### config.mk
export PLATFORM = sky130hd
export DESIGN_NAME = mux_channel_scanner
export DESIGN_NICKNAME = d
export VERILOG_FILES = /design/src/rtl/mux_channel_scanner.sv
export SDC_FILE = /design/constraint.sdc
export NUM_CORES = 1
export LEC_CHECK = 0
export ABC_AREA = 1
export BUFFER_PORTS_ARGS = -buffer_cell sky130_fd_sc_hd__buf_2
export CORE_MARGIN = 4
export CORE_UTILIZATION = 54
export DETAILED_ROUTE_END_ITERATION = 10
export GPL_ROUTABILITY_DRIVEN = 0
export PLACE_DENSITY = 0.85
export SKIP_LAST_GASP = 1
export SLEW_MARGIN = 10
export SYNTH_ARGS = -nofsm -noshare
export SYNTH_HDL_FRONTEND = slang
export SYNTH_SLANG_ARGS = --single-unit
### constraint.sdc
create_clock -name clk -period 1.45 [get_ports clk]
set_input_delay 0.145 -clock clk [delete_from_list [all_inputs] [get_ports clk]]
set_output_delay 0.145 -clock clk [all_outputs]
set_load 0.005 [all_outputs]
### src/rtl/mux_channel_scanner.sv
// Drives the select lines of an external 4:1 mux one channel at a time and
// packs the four sampled bits into a scan word with a valid/ready handshake.

module mux_channel_scanner #(
    parameter int DWELL = 2
) (
    input  logic       clk,
    input  logic       rst,
    input  logic       start,
    input  logic       cont,
    input  logic       mux_out,
    output logic       s0,
    output logic       s1,
    output logic [3:0] sample,
    output logic       sample_valid,
    input  logic       sample_ready,
    output logic       busy
);

    typedef enum logic [1:0] {
        IDLE    = 2'd0,
        SCAN    = 2'd1,
        PRESENT = 2'd2
    } state_t;

    localparam logic [3:0] LAST_CNT = 4'(DWELL - 1);

    state_t     state_r;
    logic [1:0] ch_r;
    logic [3:0] cnt_r;
    logic [2:0] shadow_r;
    logic [3:0] sample_r;
    logic       sample_valid_r;
    logic       busy_r;

    // Scan sequencer: channel stepping, dwell timing, capture and handshake.
    always_ff @(posedge clk or posedge rst) begin
        if (rst) begin
            state_r        <= IDLE;
            ch_r           <= 2'd0;
            cnt_r          <= 4'd0;
            shadow_r       <= 3'd0;
            sample_r       <= 4'd0;
            sample_valid_r <= 1'b0;
            busy_r         <= 1'b0;
        end else begin
            case (state_r)
                IDLE: begin
                    ch_r  <= 2'd0;
                    cnt_r <= 4'd0;
                    if (start) begin
                        state_r <= SCAN;
                        busy_r  <= 1'b1;
                    end else begin
                        busy_r  <= 1'b0;
                    end
                end
                SCAN: begin
                    if (cnt_r == LAST_CNT) begin
                        cnt_r <= 4'd0;
                        if (ch_r == 2'd3) begin
                            // Channel 3 goes straight into the word; the shadow
                            // only needs to keep the first three channels.
                            sample_r       <= {mux_out, shadow_r};
                            sample_valid_r <= 1'b1;
                            ch_r           <= 2'd0;
                            state_r        <= PRESENT;
                        end else begin
                            shadow_r[ch_r] <= mux_out;
                            ch_r           <= ch_r + 2'd1;
                        end
                    end else begin
                        cnt_r <= cnt_r + 4'd1;
                    end
                end
                PRESENT: begin
                    ch_r  <= 2'd0;
                    cnt_r <= 4'd0;
                    if (sample_ready) begin
                        sample_valid_r <= 1'b0;
                        if (cont) begin
                            state_r <= SCAN;
                        end else begin
                            state_r <= IDLE;
                            busy_r  <= 1'b0;
                        end
                    end else begin
                        sample_valid_r <= 1'b1;
                    end
                end
                default: begin
                    state_r        <= IDLE;
                    ch_r           <= 2'd0;
                    cnt_r          <= 4'd0;
                    sample_valid_r <= 1'b0;
                    busy_r         <= 1'b0;
                end
            endcase
        end
    end

    assign s0           = ch_r[0];
    assign s1           = ch_r[1];
    assign sample       = sample_r;
    assign sample_valid = sample_valid_r;
    assign busy         = busy_r;

    mux_channel_scanner_checker u_checker (
        .clk          (clk),
        .rst          (rst),
        .s0           (s0),
        .s1           (s1),
        .sample       (sample),
        .sample_valid (sample_valid),
        .sample_ready (sample_ready),
        .busy         (busy)
    );

endmodule

// Protocol properties of the scanner outputs.
module mux_channel_scanner_checker (
    input logic       clk,
    input logic       rst,
    input logic       s0,
    input logic       s1,
    input logic [3:0] sample,
    input logic       sample_valid,
    input logic       sample_ready,
    input logic       busy
);

    a_hold_stable: assert property (@(posedge clk) disable iff (rst)
        sample_valid && !sample_ready |=> sample_valid && $stable(sample));

    a_idle_quiet: assert property (@(posedge clk) disable iff (rst)
        !busy |-> !sample_valid && !s0 && !s1);

    a_present_select: assert property (@(posedge clk) disable iff (rst)
        sample_valid |-> !s0 && !s1);

endmodule

## Word-level counts from Yosys, hierarchy flattened

Index checks and enable logic that the tools add are counted.

| word-level totals | value |
|---|---|
| bits in registers | 17 |
| output and inout bits | 8 |
| word-level logic and storage cells | 52 |

| cells by class | value |
|---|---|
| add/subtract/negate cells | 2 |
| $lt $le $gt $ge | 2 |
| equal/unequal tests | 9 |
| muxes and demuxes | 22 |
| bitwise logic cells | 3 |
| reductions and logical operators | 7 |

Operator list:

| operator | count |
|---|---|
| two-way mux 2 bit | 7 |
| AND reduction 3 bit | 4 |
| != test 2 bit (second input constant) | 5 |
| two-way mux 1 bit | 8 |
| two-way mux 4 bit | 2 |
| one-hot mux 1 bit (3 select lines) | 2 |
| one-hot mux 2 bit (3 select lines) | 1 |
| adder 4 x 1 -> 4 bit (second input constant) | 1 |
| equality test 2 bit (second input constant) | 2 |
| equality test 4 x 1 -> 1 bit (second input constant) | 1 |
| AND reduction 4 bit | 1 |
| bitwise mux 3 bit | 1 |
| < comparator 2 x 3 -> 1 bit (second input constant) | 1 |
| inverter 1 bit | 3 |
| adder 2 x 1 -> 2 bit (second input constant) | 1 |
| demux 1 bit (select 2 bit) | 1 |
| equality test 2 x 1 -> 1 bit (second input constant) | 1 |
| >= comparator 2 x 1 -> 1 bit (second input constant) | 1 |
| zero test 2 bit | 1 |
| logical AND 1 bit | 1 |

## Depth between registers and ports, before layout

Gate-level depths: netlist of run 1.

| logic depth | value |
|---|---|
| depth after elaboration | 5 |
| depth in mapped cells | 8 |
| depth with buffers taken out | 8 |

## Least setup slack after synthesis of run 1

No wires, ideal clock.

| timing path | value |
|---|---|
| kind | register to register |
| start point | register state_r[1] |
| end point | register sample_valid_r (netlist: sample_valid) |
| setup time | 121 ps |
| arrival time | 1138 ps |
| required time | 1329 ps |
| setup slack | 192 ps |
| cell stages (with the launch flop) | 9 |
| buffers on the path | 0 |
| period minus slack after synthesis | 1258 ps |
| cell sequence | dfrtp_1 inv_1 ha_1 inv_2 nor2_8 nor2_1 nand2_2 nand2_1 o21ai_1 |

| between the ends | value |
|---|---|
| word-level cells in the longest chain between the ends | 3 |
| elaborated cells between the ends (all ways) | 8 |
| classes of those cells | eq/ne: 4; mux: 1; bitwise: 1; reduce/logical: 2 |

Ends and longest elaborated chain:

| element | line | RTL |
|---|---|---|
| start, declared | 28 | `state_t state_r;` |
| start signal, assigned | 39 | `state_r <= IDLE;` |
| start signal, assigned | 52 | `state_r <= SCAN;` |
| start signal, assigned | 67 | `state_r <= PRESENT;` |
| equality test 2 x 1 -> 1 bit / zero test 2 bit (equally long branches) | 47 | `case (state_r)` |
| != test 2 bit (no line) / inverter 1 bit (equally long branches) | - |  |
| AND reduction 3 bit (no line) | - |  |
| end signal, assigned | 44 | `sample_valid_r <= 1'b0;` |
| end signal, assigned | 65 | `sample_valid_r <= 1'b1;` |
| end signal, assigned | 80 | `sample_valid_r <= 1'b0;` |
| end, declared | 33 | `logic sample_valid_r;` |

Several ways; a longest one is shown, not always the timed one.
A chain may end at the register's enable or synchronous reset.

## Worst setup path in the final report of run 1

| timing path | value |
|---|---|
| start point | register ch_r[1] |
| end point | register sample_r[2] (netlist: sample[2]) |

| between the ends | value |
|---|---|
| word-level cells in the longest chain between the ends | 2 |

Ends and longest elaborated chain:

| element | line | RTL |
|---|---|---|
| start, declared | 29 | `logic [1:0] ch_r;` |
| start signal, assigned | 70 | `ch_r <= ch_r + 2'd1;` |
| equality test 2 bit | 61 | `if (ch_r == 2'd3) begin` |
| AND reduction 3 bit (no line) | - |  |
| end signal, assigned | 64 | `sample_r <= {mux_out, shadow_r};` |
| end, declared | 32 | `logic [3:0] sample_r;` |

Every way passes these cells.

==> results_dict.tcl, run 1 <==
set metrics [dict create \
    status "complete, no violations" \
    antenna_found_initial 0 \
    grt_use_total 0.155 \
    nNetsFinal 139 \
    die-area_sq_mm 0.00245 \
    setup_slack_ns 0.0946 \
    fin_worst_skew_ns 0.00145 \
    yosysSeqAreaShare 0.458 \
    worstPathRequired_ns 1.64 \
    finalCoreUtilization 0.677 \
    vias 697 \
    num_rows 14 \
    n_antenna_cell 0 \
    port_buffers 13 \
    path_max_fanout 5 \
    cp_top_family "flip-flops" \
    slew_headroom 0.584 \
    dp_hpwl_um 1320 \
    fin_crit_sh 0.935 \
    first_global_vias 682 \
    worstSkewPairLatency_ns 0.29 \
    ys_ff_latch 17 \
    hold_class "input port to register" \
    cp_num_buf_inv 1 \
    min_period_ns 1.36 \
    fmax_ghz 0.738 \
    end_kind "register" \
    arrival_ns 1.55 \
    setup_viol 0 \
    cts_tree "done" \
    drcViolationCount 0 \
    die_h_um 49.5 \
    antenna_left 0 \
    reg2reg_depth 6 \
    final_cells 137 \
    viasPerCell 5.09 \
    p_leak_nw 0.559 \
    syn_area_per_cell_sq_um 9.01 \
    timing.rr.start "ch_r[1]$_DFFE_PP0P_" \
    place_inst 132 \
    overflow 0 \
    htreeDepth 1 \
    yosysWarnings 0 \
    path_cells "ha_1, nand3_4, nor2_4, inv_2, nand2_1, nand2_1" \
    startpoint "ch_r[1]$_DFFE_PP0P_" \
    worst_pin_slew_ns 0.624 \
    cts_buffers 3 \
    setup.worst_path.end "sample[2]$_DFFE_PP0P_" \
    maxCapViolations 0 \
    tns_ns 0 \
    maxSlewViolCount 0 \
    reg2reg_slack_ns 0.09 \
    fillCellCount 127 \
    cts_root_buf "clkbuf_4" \
    rsz0062_at_grt "false" \
    hold_viol 0 \
    area_growth_pct 13.7 \
    ir_drop_uv 1020 \
    cp_num_cells 6 \
    drive_gt1_frac 0.231 \
    p_per_area_mw_per_mm2 1500 \
    critPathSlowestCell "dfrtp_1" \
    drt_iter0_drc 10 \
    start_util 0.596 \
    ys_types 18 \
    r2r-end "sample[2]$_DFFE_PP0P_" \
    cts_buffer_depth 2 \
    path_common_cell "nand2_1" \
    syn_inst 103 \
    start_kind "register" \
    grt_max_degree 18 \
    cts_sinks 17 \
    clk_pin_slew_ns 0.10 \
    synth_nets 120 \
    dp_slack_ns 0.0568 \
    io_pins 14 \
    die_w_um 49.5 \
    cpPeakStageDelay_ns 0.42 \
    coreArea_sq_mm 0.00156 \
    critPathKind "register to register" \
    drtPass1Iterations 5 \
    grt_pass1_wl_um 2900 \
    drt_wl_total_um 1680 \
    synth_area_sq_um 928 \
    wl_per_cell_um 12.3 \
]
-- kinds of logic (layout without fill, tap and decap cells) --
| kind of cell | count (synthesis) | after routing | synth area share |
|---|---|---|---|
| AOI/OAI and AO/OA | 6 | 6 | 0.0323 |
| and+or+nand+nor | 55 | 55 | 0.294 |
| xor gates and xnor gates | 2 | 2 | 0.0189 |
| buffers and inverters | 12 | 30 | 0.0485 |
| adders and majority gates | 11 | 11 | 0.148 |
| DFF | 17 | 17 | 0.458 |
-- sequential cells by signal (all words and copies together) (netlist names) --
register,flops
sample,4
state_r,2
sample_valid,1
ch_r,2
shadow_r,3
busy,1
cnt_r,4
-- cell usage in the layout, fill, tap and decap left out --
master,instances
a21oi_1,1
buf_2,13
clkbuf_4,3
clkinv_2,1
dfrtp_1,17
dlygate4sd3_1,1
ha_1,10
ha_2,1
inv_1,9
inv_2,2
inv_4,1
nand2_1,31
nand2_2,3
nand3_1,9
nand3_4,1
nand4_1,3
nor2_1,5
nor2_2,1
nor2_4,1
nor2_8,1
o21ai_0,4
o21ai_1,1
xnor2_1,1
xor2_1,1
-- timing repair --
item	CTS	global route
hold buffers	1	0
endpoints found under the hold margin	17	0
buffers inserted	0	0
gates resized for setup	0	2
endpoints found under the setup margin	0	8
-- power by group --
| part | internal, mW | leakage [nW] | total [mW] | switching, mW |
|---|---|---|---|---|
| Clock | 0.103 | 0.0177 | 0.253 | 0.151 |
| Sequential | 0.577 | 0.215 | 0.658 | 0.0808 |
| Combinational | 0.241 | 0.326 | 0.669 | 0.428 |
-- cells in the mapped netlist, drive strengths merged --
cell	number	share of area
inv	12	0.049
nor2	8	0.061
dfrtp	17	0.46
nand3	10	0.067
ha	11	0.15
o21ai	5	0.027
xor2	1	0.0094
xnor2	1	0.0094
nand4	3	0.020
nand2	34	0.15
a21oi	1	0.0054
-- routing by layer --
| metal | vias to the layer above | track usage | wire length [um] |
|---|---|---|---|
| met4 | 0 | 0.0415 | 12 |
| li1 | 363 | - | - |
| met2 | 21 | 0.268 | 827 |
| met1 | 311 | 0.176 | 720 |
| met3 | 2 | 0.0633 | 125 |
| met5 | - | 0 | 0 |
-- worst min-delay path, cell delays in order --
cell and delay [ns]:
buf_2 0.12, nand2_1 0.06, nand2_1 0.05
-- per-stage QoR --
stage	hold WS (ns)	instance area, sq um	power, mW
2_1_floorplan	0.0711	928	1.16
3_3_place_gp	0.250	1010	1.28
3_5_place_dp	0.255	1010	1.32
4_1_cts	0.0983	1050	1.58
5_1_grt	0.119	1060	1.72
6_report	0.105	1060	1.58
-- cell type report --
cell class                 instances  area (sq um)  area share
multi-input combinational         74           460       0.436
sequential                        17           425       0.403
timing repair buffer              14          75.1      0.0711
inverter                          12          47.5      0.0450
clock buffer                       3          22.5      0.0213
tap                               16          20.0      0.0190
clock inverter                     1          5.00     0.00474
-- worst min-delay path by stage --
stage | from | endpoint | cells past startpoint | slack, ns
floorplan | rst | busy$_DFFE_PP0P_ | 1 | 0.07
global placement | rst | ch_r[0]$_DFFE_PP0P_ | 2 | 0.25
detailed placement | rst | ch_r[1]$_DFFE_PP0P_ | 2 | 0.25
CTS | mux_out | sample[3]$_DFFE_PP0P_ | 3 | 0.1
global route | mux_out | sample[3]$_DFFE_PP0P_ | 3 | 0.12
finish | mux_out | sample[3]$_DFFE_PP0P_ | 3 | 0.10
Note: power is estimated with default switching activity, not from simulation.
==> run 2, diff against run 1 <==
--- a/config.mk
+++ b/config.mk
@@ -5,13 +5,14 @@
 export SDC_FILE = /design/constraint.sdc
 export NUM_CORES = 1
 export LEC_CHECK = 0
-export ABC_AREA = 1
+export ABC_AREA = 0
 export BUFFER_PORTS_ARGS = -buffer_cell sky130_fd_sc_hd__buf_2
 export CORE_MARGIN = 4
 export CORE_UTILIZATION = 54
 export DETAILED_ROUTE_END_ITERATION = 10
 export GPL_ROUTABILITY_DRIVEN = 0
 export PLACE_DENSITY = 0.85
+export SETUP_SLACK_MARGIN = 0.5
 export SKIP_LAST_GASP = 1
 export SLEW_MARGIN = 10
 export SYNTH_ARGS = -nofsm -noshare
==> run 2 against run 1 <==
Effect of this change:
- the run now ends with setup timing left
- sequential share of layout area fell by 12 points
- clock skew rose by 0.0044 ns
- design area rose by 44%
- hold slack improved by 0.015 ns
- first-iteration DRC count rose to 2.6 times the previous value
- global-route usage rose by 9.2 points
- setup slack got worse by 0.31 ns
- flip-flop and latch count did not move
- clock power rose by 2%
==> results_dict.tcl, run 2 <==
set metrics [dict create \
    status "complete, but fails checks" \
    violations "setup timing" \
    pwr-share-comb 0.632 \
    reg2reg_depth 5 \
    fin_crit_sh 1.15 \
    wl_per_cell_um 21.8 \
    fin_worst_skew_ns 0.00590 \
    cts_tree "done" \
    antenna_found_initial 0 \
    yosysSeqAreaShare 0.443 \
    grtUsageMet2 0.428 \
    swShare 0.381 \
    arrival_ns 1.85 \
    drtPass1Iterations 4 \
    p_leak_nw 0.759 \
    area_growth_pct 58.7 \
    synth.top_cells.by_count "dfrtp_1, ha_1, inv_1, nor2b_1" \
    fin_area_sq_mm 0.00153 \
    dp_hpwl_um 1490 \
    ys_types 24 \
    start_kind "register" \
    fmax_ghz 0.601 \
    port_buffers 13 \
    synth_area_sq_um 961 \
    worst_pin_slew_ns 0.394 \
    yosys.area.top_type_share 0.443 \
    worstPathRequired_ns 1.63 \
    yosysMostFrequentCell "dfrtp_1" \
    cpPeakStageDelay_ns 0.43 \
    rsz0062_at_grt "true" \
    cts_sinks 17 \
    busiest_layer "met2" \
    path_max_fanout 4 \
    drive_gt1_frac 0.625 \
    worstSkewPairLatency_ns 0.30 \
    min_period_ns 1.66 \
    cp_num_buf_inv 1 \
    hold_class "input port to register" \
    grtUsageMet1 0.270 \
    ir_drop_uv 1560 \
    final_cell_mix "buf_4, dfrtp_1, buf_6, buf_2, mux2_4" \
    critPathSlowestCell "or3b_4" \
    cts_buffer_depth 2 \
    hold_depth 3 \
    regArea_sq_um 425 \
    grt_pass1_wl_um 4480 \
    synthTopCellsByArea "dfrtp_1, ha_1, mux2_4" \
    critPathKind "register to register" \
    syn_inst 80 \
    cts_root_buf "clkbuf_4" \
    synth_top_area_cell "dfrtp_1" \
    grt_use_total 0.247 \
    drcViolationCount 0 \
    end_kind "register" \
    path_cells "inv_2, ha_4, or3b_4, nor2_8, mux2_4" \
    clockPowerShare 0.101 \
    dpl-instance-area_sq_mm 0.00119 \
    switchingPower_mw 0.980 \
    async_flop_share 1.00 \
    vias 838 \
    grt_max_degree 18 \
    synth-edff-count 0 \
    htreeDepth 1 \
    first_global_vias 871 \
    syn_area_per_cell_sq_um 12.0 \
    die-area_sq_mm 0.00252 \
    antenna_left 0 \
    ys_ff_latch 17 \
    n_antenna_cell 0 \
    num_rows 14 \
    synth_nets 97 \
    hold_viol 0 \
    cts_buffers 3 \
    synth_top_flop_cell "dfrtp_1" \
    gr-usage-met3 0.0799 \
    multiInputGateArea_sq_um 641 \
    maxSlewViolCount 0 \
    p_per_area_mw_per_mm2 1680 \
    viasPerCell 5.51 \
    intPower_mw 1.59 \
    seq_power_share 0.267 \
    final_cells 152 \
    drt_iter0_drc 26 \
    cp_top_family "simple AND/OR/NAND/NOR gates" \
    die_h_um 50.2 \
    yosysWarnings 0 \
    drt_wl_total_um 3320 \
    slew_headroom 0.737 \
    cp_num_cells 5 \
    overflow 0 \
    place_inst 131 \
    setup_slack_ns -0.214 \
    clk_pin_slew_ns 0.10 \
    start_util 0.603 \
    setup_viol 14 \
    io_pins 14 \
    finalPower_mw 2.57 \
    maxCapViolations 0 \
    die_w_um 50.2 \
    nNetsFinal 146 \
    fillCellCount 35 \
    coreArea_sq_mm 0.00159 \
    final_common_cell "buf_4" \
]
-- run 2: cell types whose count changed after synthesis, sizes merged, moves of 3 or more --
cell / delta
nor2b: +5
nor2: -4
nand4: -3
nand3: -6
mux2i: +4
nand2: -31
mux2: +9
inv: -3
o21ai: -4
-- run 2: path summary, 6_finish.rpt --
check	startpoint	slack, ns	to
setup / recovery	cnt_r[1]$_DFF_PP0_	-0.21	sample[3]$_DFFE_PP0P_
hold / removal	start	0.12	busy$_DFFE_PP0P_
setup reg to reg	cnt_r[1]$_DFF_PP0_	-0.21	sample[3]$_DFFE_PP0P_
hold reg to reg	sample[2]$_DFFE_PP0P_	0.53	sample[2]$_DFFE_PP0P_
max in group asynchronous	rst	0.81	busy$_DFFE_PP0P_
min in group asynchronous	rst	0.39	shadow_r[1]$_DFFE_PP0P_
-- run 2: final cells by class --
class | count | share of cell area
sequential | 17 | 0.279
multi-input combinational | 53 | 0.420
inverter | 9 | 0.0246
clock buffer | 4 | 0.0172
tap | 24 | 0.0197
timing repair buffer | 45 | 0.240
-- run 2: timing repair --
action	in CTS	in global routing
resized for setup	19	22
pin swaps	5	3
buffers inserted	9	7
setup endpoints to repair	24	42
hold buffers	1	0
hold endpoints to repair	17	0
-- run 2: through the flow --
step | worst slack (ns) | util | setup TNS [ns] | hold WS, ns
after floorplan | -0.116 | - | -0.702 | 0.0711
after global placement | -0.0969 | 0.744 | -0.651 | 0.243
after detailed placement | -0.193 | 0.744 | -1.56 | 0.254
after CTS | -0.137 | 0.862 | -1.03 | 0.106
after global routing | -0.248 | 0.957 | -2.57 | 0.120
final | -0.214 | 0.957 | -2.04 | 0.120
-- run 2: logic make-up (layout without fill, tap and decap cells) --
kind of cell | after synthesis | in the layout | share of synthesized area
flip-flops | 17 | 17 | 0.443
AO/OA/AOI/OAI | 6 | 6 | 0.0443
AND/OR/NAND/NOR | 22 | 22 | 0.158
XOR/XNOR | 1 | 1 | 0.00912
multiplexers | 13 | 13 | 0.163
adder cells (fa/ha/maj) | 11 | 11 | 0.143
buffers and inverters | 10 | 58 | 0.0404
-- run 2: routing by layer --
metal	wire length [um]	vias to the layer above
met4	174	0
met5	0	-
met3	190	20
met1	1180	420
met2	1780	37
li1	-	361
-- run 2: power by group through the flow --
stage	clock network (mW)	logic [mW]	registers (mW)
5_1_grt	0.288	1.71	0.696
6_report	0.259	1.62	0.687
2_1_floorplan	0	0.555	0.671
3_5_place_dp	0	0.926	0.662
4_1_cts	0.255	1.11	0.667
3_3_place_gp	0	0.871	0.652
-- run 2: worst min-delay path: stages --
cell	delay [ns]
buf_2	0.11
nand2_1	0.06
mux2i_1	0.06
